<file path="src/rtl/risc_mc_core_pkg.sv">
// Shared definitions for the multi-cycle RISC core:
// opcodes, FSM states, ALU op encoding, instruction fields.
package risc_mc_core_pkg;

  localparam logic [3:0] OP_LW   = 4'h0;
  localparam logic [3:0] OP_SW   = 4'h1;
  localparam logic [3:0] OP_ADD  = 4'h2;
  localparam logic [3:0] OP_SUB  = 4'h3;
  localparam logic [3:0] OP_NOT  = 4'h4;
  localparam logic [3:0] OP_SHL  = 4'h5;
  localparam logic [3:0] OP_SHR  = 4'h6;
  localparam logic [3:0] OP_AND  = 4'h7;
  localparam logic [3:0] OP_OR   = 4'h8;
  localparam logic [3:0] OP_SLT  = 4'h9;
  localparam logic [3:0] OP_ILA  = 4'hA;
  localparam logic [3:0] OP_BEQ  = 4'hB;
  localparam logic [3:0] OP_BNE  = 4'hC;
  localparam logic [3:0] OP_J    = 4'hD;
  localparam logic [3:0] OP_ILE  = 4'hE;
  localparam logic [3:0] OP_HALT = 4'hF;

  localparam int OP_LSB  = 12;
  localparam int RA_LSB  = 9;
  localparam int RB_LSB  = 6;
  localparam int RD_LSB  = 3;
  localparam int IMM6_W  = 6;
  localparam int IMM12_W = 12;

  typedef enum logic [2:0] {
    S_FETCH,
    S_DECODE,
    S_EXEC,
    S_MEM,
    S_WB,
    S_HALT
  } state_e;

  typedef enum logic [2:0] {
    ALU_ADD,
    ALU_SUB,
    ALU_NOT,
    ALU_SHL,
    ALU_SHR,
    ALU_AND,
    ALU_OR,
    ALU_SLT
  } alu_op_e;

  function automatic alu_op_e alu_op_of(input logic [3:0] op);
    case (op)
      OP_SUB:  return ALU_SUB;
      OP_NOT:  return ALU_NOT;
      OP_SHL:  return ALU_SHL;
      OP_SHR:  return ALU_SHR;
      OP_AND:  return ALU_AND;
      OP_OR:   return ALU_OR;
      OP_SLT:  return ALU_SLT;
      default: return ALU_ADD;
    endcase
  endfunction

endpackage

</file>
<file path="src/rtl/risc_mc_alu.sv">
// Combinational ALU; shifts use only the low log2(DATA_W)
// bits of b, comparisons are unsigned.
module risc_mc_alu
  import risc_mc_core_pkg::*;
#(
  parameter int DATA_W = 16
) (
  input  logic [DATA_W-1:0] a,
  input  logic [DATA_W-1:0] b,
  input  alu_op_e           op,
  output logic [DATA_W-1:0] result
);

  localparam int SH_W = $clog2(DATA_W);

  logic [SH_W-1:0] sh;

  assign sh = b[SH_W-1:0];

  always_comb begin
    result = '0;
    case (op)
      ALU_ADD: result = a + b;
      ALU_SUB: result = a - b;
      ALU_NOT: result = ~a;
      ALU_SHL: result = a << sh;
      ALU_SHR: result = a >> sh;
      ALU_AND: result = a & b;
      ALU_OR:  result = a | b;
      ALU_SLT: result = {{(DATA_W-1){1'b0}}, a < b};
      default: result = '0;
    endcase
  end

endmodule

</file>
<file path="src/rtl/risc_mc_core.sv">
// Multi-cycle 16-bit-instruction RISC core with
// req/ack instruction and data ports.
module risc_mc_core
  import risc_mc_core_pkg::*;
#(
  parameter int DATA_W = 16,
  parameter int PC_W   = 16
) (
  input  logic              clk,
  input  logic              rst,
  output logic              i_req,
  output logic [PC_W-1:0]   i_addr,
  input  logic [15:0]       i_rdata,
  input  logic              i_ack,
  output logic              d_req,
  output logic              d_we,
  output logic [DATA_W-1:0] d_addr,
  output logic [DATA_W-1:0] d_wdata,
  input  logic [DATA_W-1:0] d_rdata,
  input  logic              d_ack,
  output logic              retire,
  output logic              halted,
  output logic              illegal,
  output logic [PC_W-1:0]   pc_o
);

  state_e state, state_nx;

  logic [15:0]               ir;
  logic [PC_W-1:0]           pc;
  logic [7:0][DATA_W-1:0]    rf;
  logic [DATA_W-1:0]         opa, opb, res;
  logic                      ill_q;
  logic                      boot;

  logic [3:0]                op;
  logic [2:0]                ra, rb, rd, dst;
  logic [IMM6_W-1:0]         imm6;
  logic [IMM12_W-1:0]        imm12;
  logic [DATA_W-1:0]         imm, ra_val, rb_val;
  logic [DATA_W-1:0]         alu_b, alu_y;
  logic [PC_W-1:0]           pc2, br_tgt, j_tgt;
  logic                      is_alu, is_mem, is_flow;
  logic                      is_bad, taken;

  assign op    = ir[OP_LSB +: 4];
  assign ra    = ir[RA_LSB +: 3];
  assign rb    = ir[RB_LSB +: 3];
  assign rd    = ir[RD_LSB +: 3];
  assign imm6  = ir[0 +: IMM6_W];
  assign imm12 = ir[0 +: IMM12_W];
  assign imm   = {{(DATA_W-IMM6_W){imm6[IMM6_W-1]}}, imm6};

  assign is_alu  = (op >= OP_ADD) && (op <= OP_SLT);
  assign is_mem  = (op == OP_LW) || (op == OP_SW);
  assign is_flow = (op == OP_BEQ) || (op == OP_BNE) || (op == OP_J);
  assign is_bad  = (op == OP_ILA) || (op == OP_ILE);
  assign dst     = (op == OP_LW) ? rb : rd;

  assign ra_val = (ra == 3'd0) ? '0 : rf[ra];
  assign rb_val = (rb == 3'd0) ? '0 : rf[rb];

  // Branch decision is a plain operand compare, independent of the ALU.
  assign taken = (opa == opb) ^ (op == OP_BNE);

  assign pc2    = pc + PC_W'(2);
  assign br_tgt = pc2 + {{(PC_W-IMM6_W-1){imm6[IMM6_W-1]}}, imm6, 1'b0};
  assign j_tgt  = {pc2[PC_W-1:13], imm12, 1'b0};

  assign alu_b = is_mem ? imm : opb;

  risc_mc_alu #(
    .DATA_W (DATA_W)
  ) u_alu (
    .a      (opa),
    .b      (alu_b),
    .op     (is_mem ? ALU_ADD : alu_op_of(op)),
    .result (alu_y)
  );

  always_ff @(posedge clk) begin
    if (rst) state <= S_FETCH;
    else     state <= state_nx;
  end

  always_comb begin
    state_nx = state;
    unique case (state)
      S_FETCH:
        if (i_req && i_ack) state_nx = S_DECODE;
      S_DECODE:
        state_nx = (op == OP_HALT || is_bad) ? S_HALT : S_EXEC;
      S_EXEC:
        unique case (1'b1)
          is_alu:  state_nx = S_WB;
          is_mem:  state_nx = S_MEM;
          default: state_nx = S_FETCH;
        endcase
      S_MEM:
        if (d_ack) state_nx = (op == OP_LW) ? S_WB : S_FETCH;
      S_WB:
        state_nx = S_FETCH;
      S_HALT:
        state_nx = S_HALT;
      default:
        state_nx = S_FETCH;
    endcase
  end

  // boot keeps the fetch request low for the cycle after reset,
  // so an ack for an aborted fetch can never be taken.
  always_comb begin
    i_req   = 1'b0;
    d_req   = 1'b0;
    d_we    = 1'b0;
    retire  = 1'b0;
    halted  = 1'b0;
    unique case (state)
      S_FETCH:  i_req  = !boot;
      S_EXEC:   retire = is_flow;
      S_MEM: begin
        d_req  = 1'b1;
        d_we   = (op == OP_SW);
        retire = d_ack && (op == OP_SW);
      end
      S_WB:     retire = 1'b1;
      S_HALT:   halted = 1'b1;
      default: ;
    endcase
  end

  assign i_addr  = pc;
  assign pc_o    = pc;
  assign d_addr  = res;
  assign d_wdata = opb;
  assign illegal = ill_q;

  always_ff @(posedge clk) begin
    if (rst) begin
      pc    <= '0;
      ir    <= '0;
      rf    <= '0;
      opa   <= '0;
      opb   <= '0;
      res   <= '0;
      ill_q <= 1'b0;
      boot  <= 1'b1;
    end else begin
      boot <= 1'b0;
      unique case (state)
        S_FETCH:
          if (i_req && i_ack) ir <= i_rdata;
        S_DECODE: begin
          opa <= ra_val;
          opb <= rb_val;
          if (is_bad) ill_q <= 1'b1;
        end
        S_EXEC: begin
          res <= alu_y;
          if (op == OP_BEQ || op == OP_BNE)
            pc <= taken ? br_tgt : pc2;
          else if (op == OP_J)
            pc <= j_tgt;
        end
        S_MEM:
          if (d_ack) begin
            if (op == OP_LW) res <= d_rdata;
            else             pc  <= pc2;
          end
        S_WB: begin
          if (dst != 3'd0) rf[dst] <= res;
          pc <= pc2;
        end
        default: ;
      endcase
    end
  end

endmodule

</file>
<file path="config.mk">
export PLATFORM = sky130hd
export DESIGN_NAME = risc_mc_core
export DESIGN_NICKNAME = d
export VERILOG_FILES = /design/src/rtl/risc_mc_core_pkg.sv /design/src/rtl/risc_mc_alu.sv /design/src/rtl/risc_mc_core.sv
export SDC_FILE = /design/constraint.sdc
export NUM_CORES = 1
export LEC_CHECK = 0
export BUFFER_PORTS_ARGS = -buffer_cell sky130_fd_sc_hd__buf_2
export CAP_MARGIN = 20
export CORE_AREA = 2 2 141 178
export CTS_CLUSTER_DIAMETER = 80
export DETAILED_ROUTE_END_ITERATION = 7
export DIE_AREA = 0 0 143 180
export PLACE_DENSITY = 0.79
export REMOVE_ABC_BUFFERS = 1
export SYNTH_ARGS = -nofsm -noshare
export SYNTH_HDL_FRONTEND = slang
export SYNTH_SLANG_ARGS = --single-unit
export TNS_END_PERCENT = 20
</file>
<file path="constraint.sdc">
create_clock -name clk -period 5.6 [get_ports clk]
set_clock_uncertainty 0.2 [all_clocks]
set_input_delay 0.28 -clock clk [delete_from_list [all_inputs] [get_ports clk]]
set_output_delay 0.28 -clock clk [all_outputs]
set_load 0.01 [all_outputs]
</file>
### Word level (Yosys, flattened, before mapping)

Index checks and enable logic that the tools add are counted.

| operators by class | value |
|---|---|
| add/sub/neg operators | 4 |
| multipliers | 0 |
| div/mod/pow operators | 0 |
| order comparisons | 7 |
| equal/unequal tests | 32 |
| shifts and indexed selects | 2 |
| muxes and demuxes | 35 |
| bitwise logic cells | 4 |
| reductions and logical operators | 24 |

Operators with widths:

| operator | number |
|---|---|
| 16-bit 2-to-1 mux | 13 |
| 128-bit bitwise mux | 1 |
| 16-bit case mux with 8 select lines | 1 |
| 16-bit binary-select mux with 3-bit select | 2 |
| 16-bit demux with 3-bit select | 1 |
| 16-bit case mux with 3 select lines | 1 |
| 16-bit adder | 2 |
| 4-bit == test, second input constant | 8 |
| 16-bit case mux with 2 select lines | 1 |
| 3-bit case mux with 7 select lines | 1 |
| 3-bit == test, second input constant | 6 |
| 3-bit 2-to-1 mux | 6 |
| 16-bit by 2-bit adder with 16-bit output, second input constant | 1 |
| 16-bit AND | 1 |
| 16-bit == test | 1 |
| 4-bit by 3-bit == test with 1-bit output, second input constant | 4 |
| 16-bit less-than comparator | 1 |
| 16-bit inverter | 1 |
| 16-bit OR | 1 |
| 16-bit by 4-bit left shift with 16-bit output | 1 |
| 16-bit by 4-bit >> shifter with 16-bit output | 1 |
| 16-bit subtractor | 1 |
| 3-bit case mux with 5 select lines | 1 |
| 3-bit by 2-bit == test with 1-bit output, second input constant | 4 |
| other kinds (23) | 47 |

| storage, ports and cells | value |
|---|---|
| register bits | 213 |
| latch bits | 0 |
| bits in writable memories | 0 |
| memory bits (read-only) | 0 |
| output and inout bits | 70 |
| memories kept | 0 |

### Depth between registers and ports, before layout

| logic depth | value |
|---|---|
| word-level depth | 7 |
| depth in mapped cells | 19 |

### Modules after synthesis

From an unflattened synthesis, not the netlist that was laid out.

| second synthesis, totals | value |
|---|---|
| cell total of the unflattened synthesis | 1829 |
| area total of the unflattened synthesis | 14834.2 sq um |

By module, submodules not included:

| module | times used | cells an instance | area each (sq um) |
|---|---|---|---|
| risc_mc_core | 1 | 1281 | 11050.6 |
| risc_mc_alu | 1 | 548 | 3783.6 |

### Least setup slack after synthesis

OpenSTA, ideal clock, no wires.

| path | value |
|---|---|
| path kind | register to register |
| start point | register ir[14] |
| end point | register res[15] (netlist: d_addr[15]) |
| library setup time | 96 ps |
| data arrival time | 4024 ps |
| required time | 5304 ps |
| setup slack | 1280 ps |
| stages on the path, launching flop included | 17 |
| buffers on the path | 5 |
| clock period less this slack | 4320 ps |
| cell sequence | dfxtp_1 -> buf_2 -> clkbuf_1 -> buf_2 -> or3_1 -> clkbuf_1 -> clkbuf_1 -> a21o_1 -> inv_1 -> ha_1 -> or2_2 -> or4_1 -> nor2_1 -> a2111oi_4 -> o31ai_1 -> nor3_2 -> o41ai_2 |

| between the ends | value |
|---|---|
| word-level cells in the longest chain between the ends | 6 |
| elaborated cells between the ends (all ways) | 31 |
| classes of those cells | add/sub (2); eq/ne (16); shift (2); mux (5); bitwise (2); reduce/logical (4) |

RTL lines:

| element | RTL line | text |
|---|---|---|
| from (decl) | risc_mc_core.sv:29 | `logic [15:0] ir;` |
| from (signal assigned) | risc_mc_core.sv:152 | `if (i_req && i_ack) ir <= i_rdata;` |
| 4-bit by 1-bit == test with 1-bit output (tied with other cells) | risc_mc_core.sv:55 | `assign is_mem = (op == OP_LW) \|\| (op == OP_SW);` |
| 1-bit logical OR or 3-bit case mux with 7 select lines (tied branches) | risc_mc_core.sv:55, risc_mc_core_pkg.sv:50 |  |
| 16-bit 2-to-1 mux or 3-bit 2-to-1 mux (tied branches) | risc_mc_core.sv:70, risc_mc_core.sv:77 |  |
| 16-bit subtractor (tied with other cells) | risc_mc_alu.sv:24 | `ALU_SUB: result = a - b;` |
| 16-bit case mux with 8 select lines | risc_mc_alu.sv:22 | `case (op)` |
| 16-bit case mux with 2 select lines | risc_mc_core.sv:150 | `unique case (state)` |
| to (signal assigned) | risc_mc_core.sv:159 | `res <= alu_y;` |
| to (signal assigned) | risc_mc_core.sv:167 | `if (op == OP_LW) res <= d_rdata;` |
| to (decl) | risc_mc_core.sv:32 | `logic [DATA_W-1:0] opa, opb, res;` |

Several ways; a longest one is shown, not always the timed one.
A chain may end at the register's enable or synchronous reset.

### Final worst setup path

| path | value |
|---|---|
| start point | register ir[15] |
| end point | register res[15] (netlist: d_addr[15]) |

The elaborated chain is that of the path after synthesis.

==> impl_results.md <==
* Reg2reg end: d_addr[15]$_SDFFE_PP0P_
* Adder-cell share of the synthesized area at 5.38%
* Combinational family with the most area after synthesis: compound AO/OA/AOI/OAI gates
* CP max FO at 20
* Hold EP: d_addr[4]$_SDFFE_PP0P_
* Vias in the first global route at 13700
* Relative slew slack at 21.3%
* Placed cells at 2108
* Compound-Gate Fraction of Synth Area at 21.6%
* Port Buffers at 103
* Setup TNS at 0 ns
* Vias per std cell at 6.74
* HP Class: in -> reg
* FF+latch count, synth at 196
* Syn avg cell area at 8.15 sq um
* Reg power frac at 41.1%
* Synth top cells by count: 199 x nor2_1, 196 x dfxtp_1, 193 x nand2_1
* Clk pwr share at 31.4%
* CP top delay family: simple AND/OR/NAND/NOR gates
* DP Area at 0.0152 sq mm
* Net Switching at 1.36 mW
* I/O pins at 106
* Synth async-reset ratio at 0%
* CTS Sinks at 196
* Cts repair resizes at 0
* Maxcap violations at 0
* Yosys warns at 0
* Global route overflow at 0
* Diodes inserted at 0
* Total vias in the final route at 14500
* XOR/XNOR Fraction of Synth Area at 3.10%
* Peak VDD IR at 0.000312 V
* Post-DP HPWL at 37.0 mm
* Startpoint types: flip-flop
* ANT nets after route at 0
* Netlist cell types at 92
* Final min period at 4.75 ns
* Final net count at 1912
* CP startpoint: ir[15]$_SDFFE_PP0P_
* Cell mode on critical path: nor2_1
* EDFF count, synth at 0
* Area grow syn2layout at 8.48%
* Critical-path top delay cell: nor2_1
* R2r startpoint: ir[15]$_SDFFE_PP0P_
* R2R depth at 13
* Min-delay src: d_rdata[4]
* CP Capture Type: flip-flop
* Die extent in y at 180 um
* Worst EP required at 5.74 ns
* Initial antenna violation count at 0
* Comb power frac at 27.5%
* Outcome: complete, no violations
* Root Driver: clkbuf_16
* Sw Ratio at 36.2%
* Clock Tree Buf Depth at 2
* Critical Path Max Stage Delay at 0.65 ns
* Yosys top cell area share at 26.7%
* Leading register cell type out of synthesis: dfxtp_1
* CP Buf/Inv Count at 2
* Row count at 64
* Critical-path cell list: or3_1 -> buf_4 -> nor2_1 -> a21o_1 -> inv_1 -> ha_1 -> or2_2 -> or4_1 -> nor2_1 -> a2111oi_4 -> o31ai_1 -> nor3_2 -> o41ai_2
* Cells after Synth at 1802
* GRT Util Overall at 39.6%
* Storage cell area at 0.00393 sq mm
* Largest net degree at the start of global routing at 75
* Mux cell area share after synthesis at 18.1%
* Setup CP Type: reg -> reg
* Final Setup Violations at 0
* Layout cells sized above 1 at 16.5%
* Area contributors post-synth: dfxtp_1 27%, mux2i_1 9.1%, mux4_2 6.3%
* Post-synthesis simple-gate area fraction at 18.2%
* Area of the mapped netlist at 0.0147 sq mm
* Register area share after synthesis at 26.7%
* First-pass GRT wire length at 78.9 mm
* H-tree Lvls at 4
* 1st-pass router iterations at 7
* CTS buffer count at 17
* Clock slew at reported path FFs at 0.08 ns
* Post-CTS Hold Buffers at 17
* Placer congestion estimate at 1.03
* Hold depth at 3
* # fillers at 2028
* CTS tree: yes
* Fin area at 0.0159 sq mm
* Initial DRC Count at 1492
* Worst-margin pin slew at 1.18 ns
* Internal power at 2.40 mW
* DR DRC count at 0
* Clock Latency Late Sink at 0.44 ns
* Starting density of the core at 61.0%
* Area leader, netlist: dfxtp_1
* Post-CTS Setup Inserts at 0
* Total Wirelength at 51.7 mm
* Final-report max-slew violation count at 0
* FMAX at 211 MHz
* Wire per inst at 24.0 um
* Die width at 143 um
* Critical path data arrival time at 4.89 ns
* Flop2flop setup slack at 0.85 ns
* Unrepaired setup endpoints after global routing: no
* Post-route insts no fill at 2156
* Die area at 0.0257 sq mm
* Core area at 0.0241 sq mm
* Leading cell type by number of instances after synthesis: nor2_1
* Final Hold Fails at 0
* Leak at 6.52 nW
* Area occupied by multi-input gates at 0.00979 sq mm
* Pwr dens at 236 mW/mm^2
* Period utilization at 84.8%
final cells by class:
class / instances / area share [%]
Multi-Input combinational cell: 1377 / 61.4
Sequential cell: 196 / 24.6
Timing Repair Buffer: 165 / 6.59
Clock buffer: 23 / 3.00
Tap cell: 330 / 2.59
Inverter: 57 / 1.36
Clock inverter: 8 / 0.400
cells by family after synthesis:
| group | count (synthesis) |
|---|---|
| other | 1 |
| adders and majority gates | 62 |
| DFF | 196 |
| buffers and inverters | 230 |
| AOI/OAI and AO/OA | 470 |
| muxes | 210 |
| xor gates and xnor gates | 52 |
| and+or+nand+nor | 581 |
how the worst max path moves through the flow:
stage	to	slack, ns	cells after the start
final	d_addr[15]$_SDFFE_PP0P_	0.85	13
after global routing	d_addr[15]$_SDFFE_PP0P_	0.65	13
after CTS	d_addr[15]$_SDFFE_PP0P_	0.92	13
after detailed placement	d_addr[15]$_SDFFE_PP0P_	0.96	13
after global placement	d_addr[14]$_SDFFE_PP0P_	1.02	13
after floorplan	d_addr[15]$_SDFFE_PP0P_	1.23	12
through the flow:
stage | hold slack [ns] | power [mW] | util (%) | setup WS (ns)
after floorplan | 0.108 | 2.17 | - | 1.23
after global placement | 0.287 | 2.56 | 63.1 | 1.02
after detailed placement | 0.297 | 2.57 | 63.2 | 0.960
after CTS | 0.0278 | 3.74 | 66.1 | 0.923
after global routing | 0.0605 | 3.89 | 66.1 | 0.654
final | 0.0342 | 3.76 | 66.1 | 0.850
routing by layer:
| layer | global-route usage, % | share of wire [%] | vias up |
|---|---|---|---|
| met5 | 0 | 0 | - |
| met3 | 6.55 | 8.5 | 205 |
| met1 | 49.6 | 38 | 6973 |
| met4 | 23.9 | 6.9 | 0 |
| met2 | 63.7 | 47 | 816 |
| li1 | - | - | 6531 |
state kept, by name, summed over array words and instances, names as in the netlist:
register,cells
ir,16
i_addr,15
rf,112
illegal,1
d_wdata,16
d_addr,16
opa,16
boot,1
state,3
cells in the final DEF (no fill, tap or decap), types with 8 or more instances in the layout:
master,instances
xnor2_1,23
and2_1,8
o21ai_0,81
o211ai_1,20
a211oi_1,23
buf_2,102
ha_1,60
dfxtp_1,193
a22oi_1,35
inv_1,54
o31ai_1,10
xor2_1,29
mux4_2,41
nor3_1,47
nor4_1,9
or3_1,8
o21bai_1,8
nand3_1,33
o221ai_1,11
nand2_1,193
dlygate4sd3_1,17
buf_4,44
a21o_1,31
mux2_2,36
mux2i_1,133
a21oi_1,130
clkbuf_16,17
a221oi_1,15
and3_1,13
nor2_1,199
nand2b_1,13
a31oi_1,16
power groups by stage:
stage | Sequential (mW) | Combinational, mW | Clock [mW]
2_1_floorplan | 1.58 | 0.591 | 0
3_3_place_gp | 1.57 | 0.989 | 0
3_5_place_dp | 1.57 | 0.991 | 0
4_1_cts | 1.54 | 1.01 | 1.19
5_1_grt | 1.55 | 1.10 | 1.23
6_report | 1.55 | 1.03 | 1.18
tightest hold or removal path: stages:
cell and delay [ns]:
buf_2 0.11, nor3_1 0.17, nor4b_1 0.07
Note: power is estimated with default switching activity, not from simulation.
